## src/rtl/mc_ctrl_if.sv

```systemverilog
// Control bundle between the multi-cycle controller and the MIPS datapath.
// The datapath supplies opcode/funct from the instruction register and the
// ALU zero flag; the controller returns every datapath select/enable and its
// current state for debug.
//   master : controller side (consumes opcode/funct/zero, drives controls)
//   slave  : datapath side (drives opcode/funct/zero, consumes controls)
interface mc_ctrl_if;
  logic [5:0] opcode;
  logic [5:0] funct;
  logic       zero;
  logic [2:0] alu_ctrl;
  logic       alu_src_a;
  logic [1:0] alu_src_b;
  logic [1:0] pc_src;
  logic       pc_en;
  logic       i_or_d;
  logic       mem_read;
  logic       mem_write;
  logic       ir_write;
  logic       reg_dst;
  logic       mem_to_reg;
  logic       reg_write;
  logic [3:0] state;

  modport master (
    input  opcode, funct, zero,
    output alu_ctrl, alu_src_a, alu_src_b, pc_src, pc_en, i_or_d,
           mem_read, mem_write, ir_write, reg_dst, mem_to_reg, reg_write, state
  );

  modport slave (
    output opcode, funct, zero,
    input  alu_ctrl, alu_src_a, alu_src_b, pc_src, pc_en, i_or_d,
           mem_read, mem_write, ir_write, reg_dst, mem_to_reg, reg_write, state
  );
endinterface

```

## src/rtl/mc_main_controller.sv

```systemverilog
// Multi-cycle MIPS main controller: sequences fetch, decode, execute, memory
// and write-back for lw, sw, R-type (add/sub/and/or/slt), beq, addi, slti, j.
// Ports:
//   clk  : rising-edge clock
//   rst  : synchronous active-high reset, returns the FSM to FETCH
//   bus  : mc_ctrl_if.master -- opcode/funct/zero in, datapath controls and
//          debug state out
// All controls decode combinationally from the state register, with funct
// consulted in R_EX/R_WB, opcode in IMM_EX and zero in BEQ_EX.
module mc_main_controller (
  input  logic           clk,
  input  logic           rst,
  mc_ctrl_if.master      bus
);

  typedef enum logic [3:0] {
    FETCH   = 4'd0,
    DECODE  = 4'd1,
    MEM_ADR = 4'd2,
    MEM_RD  = 4'd3,
    MEM_WB  = 4'd4,
    MEM_WR  = 4'd5,
    R_EX    = 4'd6,
    R_WB    = 4'd7,
    BEQ_EX  = 4'd8,
    IMM_EX  = 4'd9,
    IMM_WB  = 4'd10,
    J_EX    = 4'd11
  } state_t;

  localparam logic [5:0] OP_LW   = 6'b100011;
  localparam logic [5:0] OP_SW   = 6'b101011;
  localparam logic [5:0] OP_R    = 6'b000000;
  localparam logic [5:0] OP_BEQ  = 6'b000100;
  localparam logic [5:0] OP_ADDI = 6'b001000;
  localparam logic [5:0] OP_SLTI = 6'b001010;
  localparam logic [5:0] OP_J    = 6'b000010;

  localparam logic [2:0] ALU_AND = 3'b000;
  localparam logic [2:0] ALU_OR  = 3'b001;
  localparam logic [2:0] ALU_ADD = 3'b010;
  localparam logic [2:0] ALU_SUB = 3'b110;
  localparam logic [2:0] ALU_SLT = 3'b111;

  // Illegal functs still run through R_EX/R_WB but must not write back.
  function automatic logic funct_legal(input logic [5:0] f);
    logic ok;
    case (f)
      6'b100000, 6'b100010, 6'b100100, 6'b100101, 6'b101010: ok = 1'b1;
      default:                                                ok = 1'b0;
    endcase
    return ok;
  endfunction

  state_t     state_r;
  state_t     state_next_s;
  logic [2:0] alu_ctrl_s;
  logic       alu_src_a_s;
  logic [1:0] alu_src_b_s;
  logic [1:0] pc_src_s;
  logic       pc_en_s;
  logic       i_or_d_s;
  logic       mem_read_s;
  logic       mem_write_s;
  logic       ir_write_s;
  logic       reg_dst_s;
  logic       mem_to_reg_s;
  logic       reg_write_s;

  // State register with synchronous reset to FETCH.
  always_ff @(posedge clk) begin
    if (rst) begin
      state_r <= FETCH;
    end else begin
      state_r <= state_next_s;
    end
  end

  // Next-state and control decode; every output defaults to 0 (ALU to add).
  always_comb begin
    state_next_s = FETCH;
    alu_ctrl_s   = ALU_ADD;
    alu_src_a_s  = 1'b0;
    alu_src_b_s  = 2'b00;
    pc_src_s     = 2'b00;
    pc_en_s      = 1'b0;
    i_or_d_s     = 1'b0;
    mem_read_s   = 1'b0;
    mem_write_s  = 1'b0;
    ir_write_s   = 1'b0;
    reg_dst_s    = 1'b0;
    mem_to_reg_s = 1'b0;
    reg_write_s  = 1'b0;
    case (state_r)
      FETCH: begin
        mem_read_s   = 1'b1;
        ir_write_s   = 1'b1;
        alu_src_b_s  = 2'b01;
        pc_en_s      = 1'b1;
        state_next_s = DECODE;
      end
      DECODE: begin
        // PC + (imm<<2) is parked in ALUOut as the speculative branch target.
        alu_src_b_s = 2'b11;
        case (bus.opcode)
          OP_LW, OP_SW:     state_next_s = MEM_ADR;
          OP_R:             state_next_s = R_EX;
          OP_BEQ:           state_next_s = BEQ_EX;
          OP_ADDI, OP_SLTI: state_next_s = IMM_EX;
          OP_J:             state_next_s = J_EX;
          default:          state_next_s = FETCH;
        endcase
      end
      MEM_ADR: begin
        alu_src_a_s = 1'b1;
        alu_src_b_s = 2'b10;
        if (bus.opcode == OP_SW) begin
          state_next_s = MEM_WR;
        end else begin
          state_next_s = MEM_RD;
        end
      end
      MEM_RD: begin
        i_or_d_s     = 1'b1;
        mem_read_s   = 1'b1;
        state_next_s = MEM_WB;
      end
      MEM_WB: begin
        mem_to_reg_s = 1'b1;
        reg_write_s  = 1'b1;
      end
      MEM_WR: begin
        i_or_d_s    = 1'b1;
        mem_write_s = 1'b1;
      end
      R_EX: begin
        alu_src_a_s = 1'b1;
        case (bus.funct)
          6'b100010: alu_ctrl_s = ALU_SUB;
          6'b100100: alu_ctrl_s = ALU_AND;
          6'b100101: alu_ctrl_s = ALU_OR;
          6'b101010: alu_ctrl_s = ALU_SLT;
          default:   alu_ctrl_s = ALU_ADD;
        endcase
        state_next_s = R_WB;
      end
      R_WB: begin
        reg_dst_s   = 1'b1;
        reg_write_s = funct_legal(bus.funct);
      end
      BEQ_EX: begin
        alu_src_a_s = 1'b1;
        alu_ctrl_s  = ALU_SUB;
        pc_src_s    = 2'b01;
        pc_en_s     = bus.zero;
      end
      IMM_EX: begin
        alu_src_a_s = 1'b1;
        alu_src_b_s = 2'b10;
        if (bus.opcode == OP_SLTI) begin
          alu_ctrl_s = ALU_SLT;
        end else begin
          alu_ctrl_s = ALU_ADD;
        end
        state_next_s = IMM_WB;
      end
      IMM_WB: begin
        reg_write_s = 1'b1;
      end
      J_EX: begin
        pc_src_s = 2'b10;
        pc_en_s  = 1'b1;
      end
      default: begin
        state_next_s = FETCH;
      end
    endcase
  end

  assign bus.state      = state_r;
  assign bus.alu_ctrl   = alu_ctrl_s;
  assign bus.alu_src_a  = alu_src_a_s;
  assign bus.alu_src_b  = alu_src_b_s;
  assign bus.pc_src     = pc_src_s;
  assign bus.pc_en      = pc_en_s;
  assign bus.i_or_d     = i_or_d_s;
  assign bus.mem_read   = mem_read_s;
  assign bus.mem_write  = mem_write_s;
  assign bus.ir_write   = ir_write_s;
  assign bus.reg_dst    = reg_dst_s;
  assign bus.mem_to_reg = mem_to_reg_s;
  assign bus.reg_write  = reg_write_s;

endmodule
```

## src/flat_wrapper.sv

```systemverilog
// flat-port wrapper written by rule: the top's interface ports become plain ports
module mc_main_controller_flat 
  (clk, rst, bus_opcode, bus_funct, bus_zero, bus_alu_ctrl, bus_alu_src_a, bus_alu_src_b, bus_pc_src, bus_pc_en, bus_i_or_d, bus_mem_read, bus_mem_write, bus_ir_write, bus_reg_dst, bus_mem_to_reg, bus_reg_write, bus_state);
  mc_ctrl_if bus_i ();
  input  logic clk;
  input  logic rst;
  input wire logic [$bits(bus_i.opcode)-1:0] bus_opcode;
  input wire logic [$bits(bus_i.funct)-1:0] bus_funct;
  input wire logic [$bits(bus_i.zero)-1:0] bus_zero;
  output wire logic [$bits(bus_i.alu_ctrl)-1:0] bus_alu_ctrl;
  output wire logic [$bits(bus_i.alu_src_a)-1:0] bus_alu_src_a;
  output wire logic [$bits(bus_i.alu_src_b)-1:0] bus_alu_src_b;
  output wire logic [$bits(bus_i.pc_src)-1:0] bus_pc_src;
  output wire logic [$bits(bus_i.pc_en)-1:0] bus_pc_en;
  output wire logic [$bits(bus_i.i_or_d)-1:0] bus_i_or_d;
  output wire logic [$bits(bus_i.mem_read)-1:0] bus_mem_read;
  output wire logic [$bits(bus_i.mem_write)-1:0] bus_mem_write;
  output wire logic [$bits(bus_i.ir_write)-1:0] bus_ir_write;
  output wire logic [$bits(bus_i.reg_dst)-1:0] bus_reg_dst;
  output wire logic [$bits(bus_i.mem_to_reg)-1:0] bus_mem_to_reg;
  output wire logic [$bits(bus_i.reg_write)-1:0] bus_reg_write;
  output wire logic [$bits(bus_i.state)-1:0] bus_state;
  assign bus_i.opcode = bus_opcode;
  assign bus_i.funct = bus_funct;
  assign bus_i.zero = bus_zero;
  assign bus_alu_ctrl = bus_i.alu_ctrl;
  assign bus_alu_src_a = bus_i.alu_src_a;
  assign bus_alu_src_b = bus_i.alu_src_b;
  assign bus_pc_src = bus_i.pc_src;
  assign bus_pc_en = bus_i.pc_en;
  assign bus_i_or_d = bus_i.i_or_d;
  assign bus_mem_read = bus_i.mem_read;
  assign bus_mem_write = bus_i.mem_write;
  assign bus_ir_write = bus_i.ir_write;
  assign bus_reg_dst = bus_i.reg_dst;
  assign bus_mem_to_reg = bus_i.mem_to_reg;
  assign bus_reg_write = bus_i.reg_write;
  assign bus_state = bus_i.state;
  mc_main_controller u_core (.clk(clk), .rst(rst), .bus(bus_i));
endmodule
```

## config.mk

```make
export PLATFORM = sky130hd
export DESIGN_NAME = mc_main_controller_flat
export DESIGN_NICKNAME = d
export VERILOG_FILES = /design/src/rtl/mc_ctrl_if.sv /design/src/rtl/mc_main_controller.sv /design/src/flat_wrapper.sv
export SDC_FILE = /design/constraint.sdc
export NUM_CORES = 1
export LEC_CHECK = 0
export CAP_MARGIN = 5
export CORE_UTILIZATION = 35
export CTS_BUF_LIST = sky130_fd_sc_hd__clkbuf_8 sky130_fd_sc_hd__clkbuf_16
export DETAILED_ROUTE_END_ITERATION = 16
export PLACE_DENSITY = 0.78
export RECOVER_POWER = 25
export SYNTH_ARGS = -nofsm -noshare
export SYNTH_HDL_FRONTEND = slang
export SYNTH_SLANG_ARGS = --single-unit
```

## constraint.sdc

```tcl
create_clock -name clk -period 2.7 [get_ports clk]
set_clock_uncertainty 0.05 [all_clocks]
set_input_delay 0.81 -clock clk [delete_from_list [all_inputs] [get_ports clk]]
set_output_delay 0.81 -clock clk [all_outputs]
set_load 0.1 [all_outputs]
```

==> results of run 1 <==
through the flow:
| step | hold WS [ps] | utilization (%) | cells | setup slack [ps] |
|---|---|---|---|---|
| 2_1_floorplan | 605 | - | 78 | -610 |
| 3_3_place_gp | 523 | 96.2 | 140 | -520 |
| 3_5_place_dp | 551 | 96.2 | 140 | -628 |
cell usage after synthesis, drive strengths merged, types with 2 or more instances:
master / number / area, um2
dfxtp: 4 / 80.1
nor4: 2 / 12.5
a31oi: 2 / 12.5
buf: 5 / 31.3
nand3: 5 / 30.0
nor3: 6 / 30.0
nand2b: 3 / 21.3
xnor2: 2 / 17.5
nand2: 8 / 30.0
nor2: 9 / 41.3
nand3b: 3 / 22.5
inv: 4 / 15.0
nor3b: 2 / 15.0
o21ai: 4 / 20.0
a21oi: 7 / 35.0
logic make-up after synthesis:
group,count (synthesis),share of synthesized area [%]
buf+inv,9,8.61
flops,4,14.9
compound gates,18,20.7
simple gates,43,48.6
xor+xnor,2,3.26
mux,2,3.95
==> impl_metrics.ini, run 1 <==
[floorplan]
die_h_um = 41.2
start_util_pct = 39.4
die_w_um = 41.2
pin_count = 35
num_rows = 13

[yosys]
synth-edff-count = 0
ys_ff_latch = 4
yosysUniqueCellTypes = 33
syn_inst = 78
ys.flop_type = dfxtp_1
avgSynthCellArea_um2 = 6.90
synth_seq_area_share_pct = 14.9
synthArstFlopShare_pct = 0
synth_area_um2 = 538
ys_warn_count = 0
synth.net_count = 93

[clock_network]
post_cts_buffers = 4
htree_levels = 1
cts.sink_count = 4
cts_made_buffers = 3
holdBufCountCts = 0
cts_buffer_depth = 2
cts_root_buffer = clkbuf_8
cts_resized = 41

[placement]
routabilityCongestion = 0.780
hpwl_mm = 2.19
placedInstanceArea_um2 = 1310
io_buffers = 34

[outcome]
status = stopped before the end
stop_error = [ERROR DPL-0038] Utilization greater than 100%, impossible to legalize
stop_stage = clock tree synthesis
==> run 2, diff against run 1 <==
--- a/config.mk
+++ b/config.mk
@@ -6,10 +6,10 @@
 export NUM_CORES = 1
 export LEC_CHECK = 0
 export CAP_MARGIN = 5
-export CORE_UTILIZATION = 35
-export CTS_BUF_LIST = sky130_fd_sc_hd__clkbuf_8 sky130_fd_sc_hd__clkbuf_16
+export CORE_AREA = 2 2 63 65
 export DETAILED_ROUTE_END_ITERATION = 16
-export PLACE_DENSITY = 0.78
+export DIE_AREA = 0 0 65 67
+export PLACE_DENSITY_LB_ADDON = 0.15
 export RECOVER_POWER = 25
 export SYNTH_ARGS = -nofsm -noshare
 export SYNTH_HDL_FRONTEND = slang
==> impl_metrics.ini, run 2 <==
[outcome]
status = complete, but fails checks
violations = setup timing

[timing]
finalSetupViolCount = 3
finalHoldViolCount = 0
slew_violations = 0
fin_ws_ps = -191
period_share_pct = 107
tightest_slew_ps = 537
fin_crit_ps = 2890
max_slew_margin_pct = 64.3
timing.fmax_mhz = 346
rsz0062_at_grt = true

[setup_path]
worstPathMaxFanout = 2
end_kind = output port
worst-setup-path-type = in2out
arrival_ps = 2030
rr_startpoint = u_core.bus.state[1]$_SDFF_PP0_
startpoint_type = input port
crit_start = bus_opcode[4]
required_ps = 1840

[placement]
placedInstanceArea_um2 = 1360
io_buffers = 34
hpwl_mm = 1.63
routabilityCongestion = 0.713

[clock_network]
cts_buffer_depth = 2
cts.sink_count = 4
path_clk_slew_ps = 40
cts_root_buffer = clkbuf_8
holdBufCountCts = 0
cts_made_buffers = 3
cts_tree = done
htree_levels = 1
worstSkewPairLatency_ps = 220

[power]
p_sw_mw = 0.165
power_density_nw_per_um2 = 283
ir_drop_v = 0.000130
swShare_pct = 40.4
p_int_mw = 0.243
power_frac_seq_pct = 16.7
p_clk_share_pct = 33.3
p_leak_nw = 0.565
combPwrFrac_pct = 50.0
total_power_mw = 0.407

[yosys]
synth.net_count = 93
synth_area_um2 = 538
ys_ff_latch = 4
avgSynthCellArea_um2 = 6.90
yosysUniqueCellTypes = 33
synth-edff-count = 0
syn_inst = 78
ys_warn_count = 0
synth_area_leader_cell = dfxtp_1
synthArstFlopShare_pct = 0
synth_top_area_share_pct = 14.9
synth.area.top_cells = dfxtp_1 (15%), a21oi_1 (6.5%), nor3_1 (5.6%), nand2_1 (5.6%), nor2_1 (5.6%)
ys.flop_type = dfxtp_1
synth_commonest_cells = nand2_1 (8), nor2_1 (8), a21oi_1 (7), nor3_1 (6)
synth_seq_area_share_pct = 14.9

[final_layout]
largest_reg_flops = 4
final_cell_mix = buf_4 (23), buf_12 (17), dlygate4sd2_1 (8)
syn2layout_area_growth_pct = 168
final_layout_size_suffix_gt1_share_pct = 58.6
final_net_count = 149
num_antenna_cells = 0
final_area_um2 = 1440
final_common_cell = buf_4

[route]
drtAntennaViolNets = 0
wire_per_inst_um = 11.2
drt-pass1-iter-count = 4
wirelength_mm = 2.03
drc = 0
drtIter0Drc = 27
vias = 779
vias_per_cell = 4.30

[global_route]
grt_max_degree = 15
grt_pass1_vias = 778
grt_use_met2_pct = 18.8
use_met1_pct = 11.4
busiest_layer = met2
grt_overflow = 0
grt.total_usage_pct = 9.83
grt_pass1_wl_mm = 3.43
grtUsageMet3_pct = 0.845
antenna_found_initial = 0

[floorplan]
core_um2 = 3610
num_rows = 22
die-area_um2 = 4360
pin_count = 35
start_util_pct = 14.9
die_w_um = 65
die_h_um = 67

[flow_run]
maxCapViolCount = 0

[hold_path]
hold_class = reg2reg
hold_start = u_core.bus.state[0]$_SDFF_PP0_
[run 2: worst max-delay path: stages]
cell      delay (ps)
buf_6             90
and4bb_1         260
or4b_4           510
nand3b_1         170
buf_12           190
[run 2: through the flow]
| step | util (%) | hold slack, ps | worst slack (ps) | TNS [ps] | instances |
|---|---|---|---|---|---|
| 6_report | 39.9 | 545 | -191 | -328 | 181 |
| 5_1_grt | 39.9 | 573 | -225 | -602 | 181 |
| 4_1_cts | 40.2 | 552 | -211 | -382 | 180 |
| 3_5_place_dp | 37.6 | 535 | -573 | -1600 | 173 |
| 3_3_place_gp | 37.6 | 537 | -535 | -1510 | 173 |
| 2_1_floorplan | - | 605 | -610 | -1780 | 78 |
[run 2: area by class of cell]
| class | count | area (um2) |
|---|---|---|
| Inverter | 4 | 15.0 |
| Fill cell | 371 | 2170 |
| Timing Repair Buffer | 56 | 644 |
| Multi-Input combinational cell | 65 | 584 |
| Clock buffer | 4 | 45.0 |
| Tap cell | 48 | 60.1 |
| Sequential cell | 4 | 91.3 |
[run 2: cells by family after synthesis]
family	Yosys count	share of synthesized area (%)
and+or+nand+nor	43	48.6
AOI/OAI and AO/OA	18	20.7
buffers and inverters	9	8.61
DFF	4	14.9
xor gates and xnor gates	2	3.26
muxes	2	3.95
[run 2: worst paths after layout]
path | to | slack (ps) | depth (start not counted)
hold reg to reg | u_core.bus.state[3]$_SDFF_PP0_ | 540 | 2
hold / removal | u_core.bus.state[3]$_SDFF_PP0_ | 540 | 2
setup / recovery | bus_alu_ctrl[2] | -190 | 5
setup reg to reg | u_core.bus.state[2]$_SDFF_PP0_ | 800 | 5
[run 2: metal layers]
metal	share of wire (%)	routed length, um	vias up
li1	-	-	398
met1	41	836	358
met2	53	1080	21
met3	3.9	79	2
met4	1.3	27	0
met5	0	0	-
[run 2: repair_timing]
| action | CTS | global route |
|---|---|---|
| endpoints found under the setup margin | 5 | 4 |
| buffers inserted | 3 | 1 |
| endpoints found under the hold margin | 0 | 0 |
| pin swaps | 9 | 1 |
| gates resized for setup | 34 | 2 |
[run 2: power by group through the flow]
stage	combinational [mW]	clock [mW]	sequential, mW
CTS	0.206	0.138	0.0681
global route	0.214	0.141	0.0686
finish	0.204	0.136	0.0679
global placement	0.203	0	0.0683
floorplan	0.109	0	0.0777
detailed placement	0.205	0	0.0683
No activity file was read; power rests on OpenSTA's default activity.
==> run 3, diff against run 2 <==
--- a/config.mk
+++ b/config.mk
@@ -7,6 +7,7 @@
 export LEC_CHECK = 0
 export CAP_MARGIN = 5
 export CORE_AREA = 2 2 63 65
+export CTS_CLUSTER_SIZE = 16
 export DETAILED_ROUTE_END_ITERATION = 16
 export DIE_AREA = 0 0 65 67
 export PLACE_DENSITY_LB_ADDON = 0.15
==> results of run 3 <==
Same layout as run 2: the final DEF is identical, and so are final timing and power.
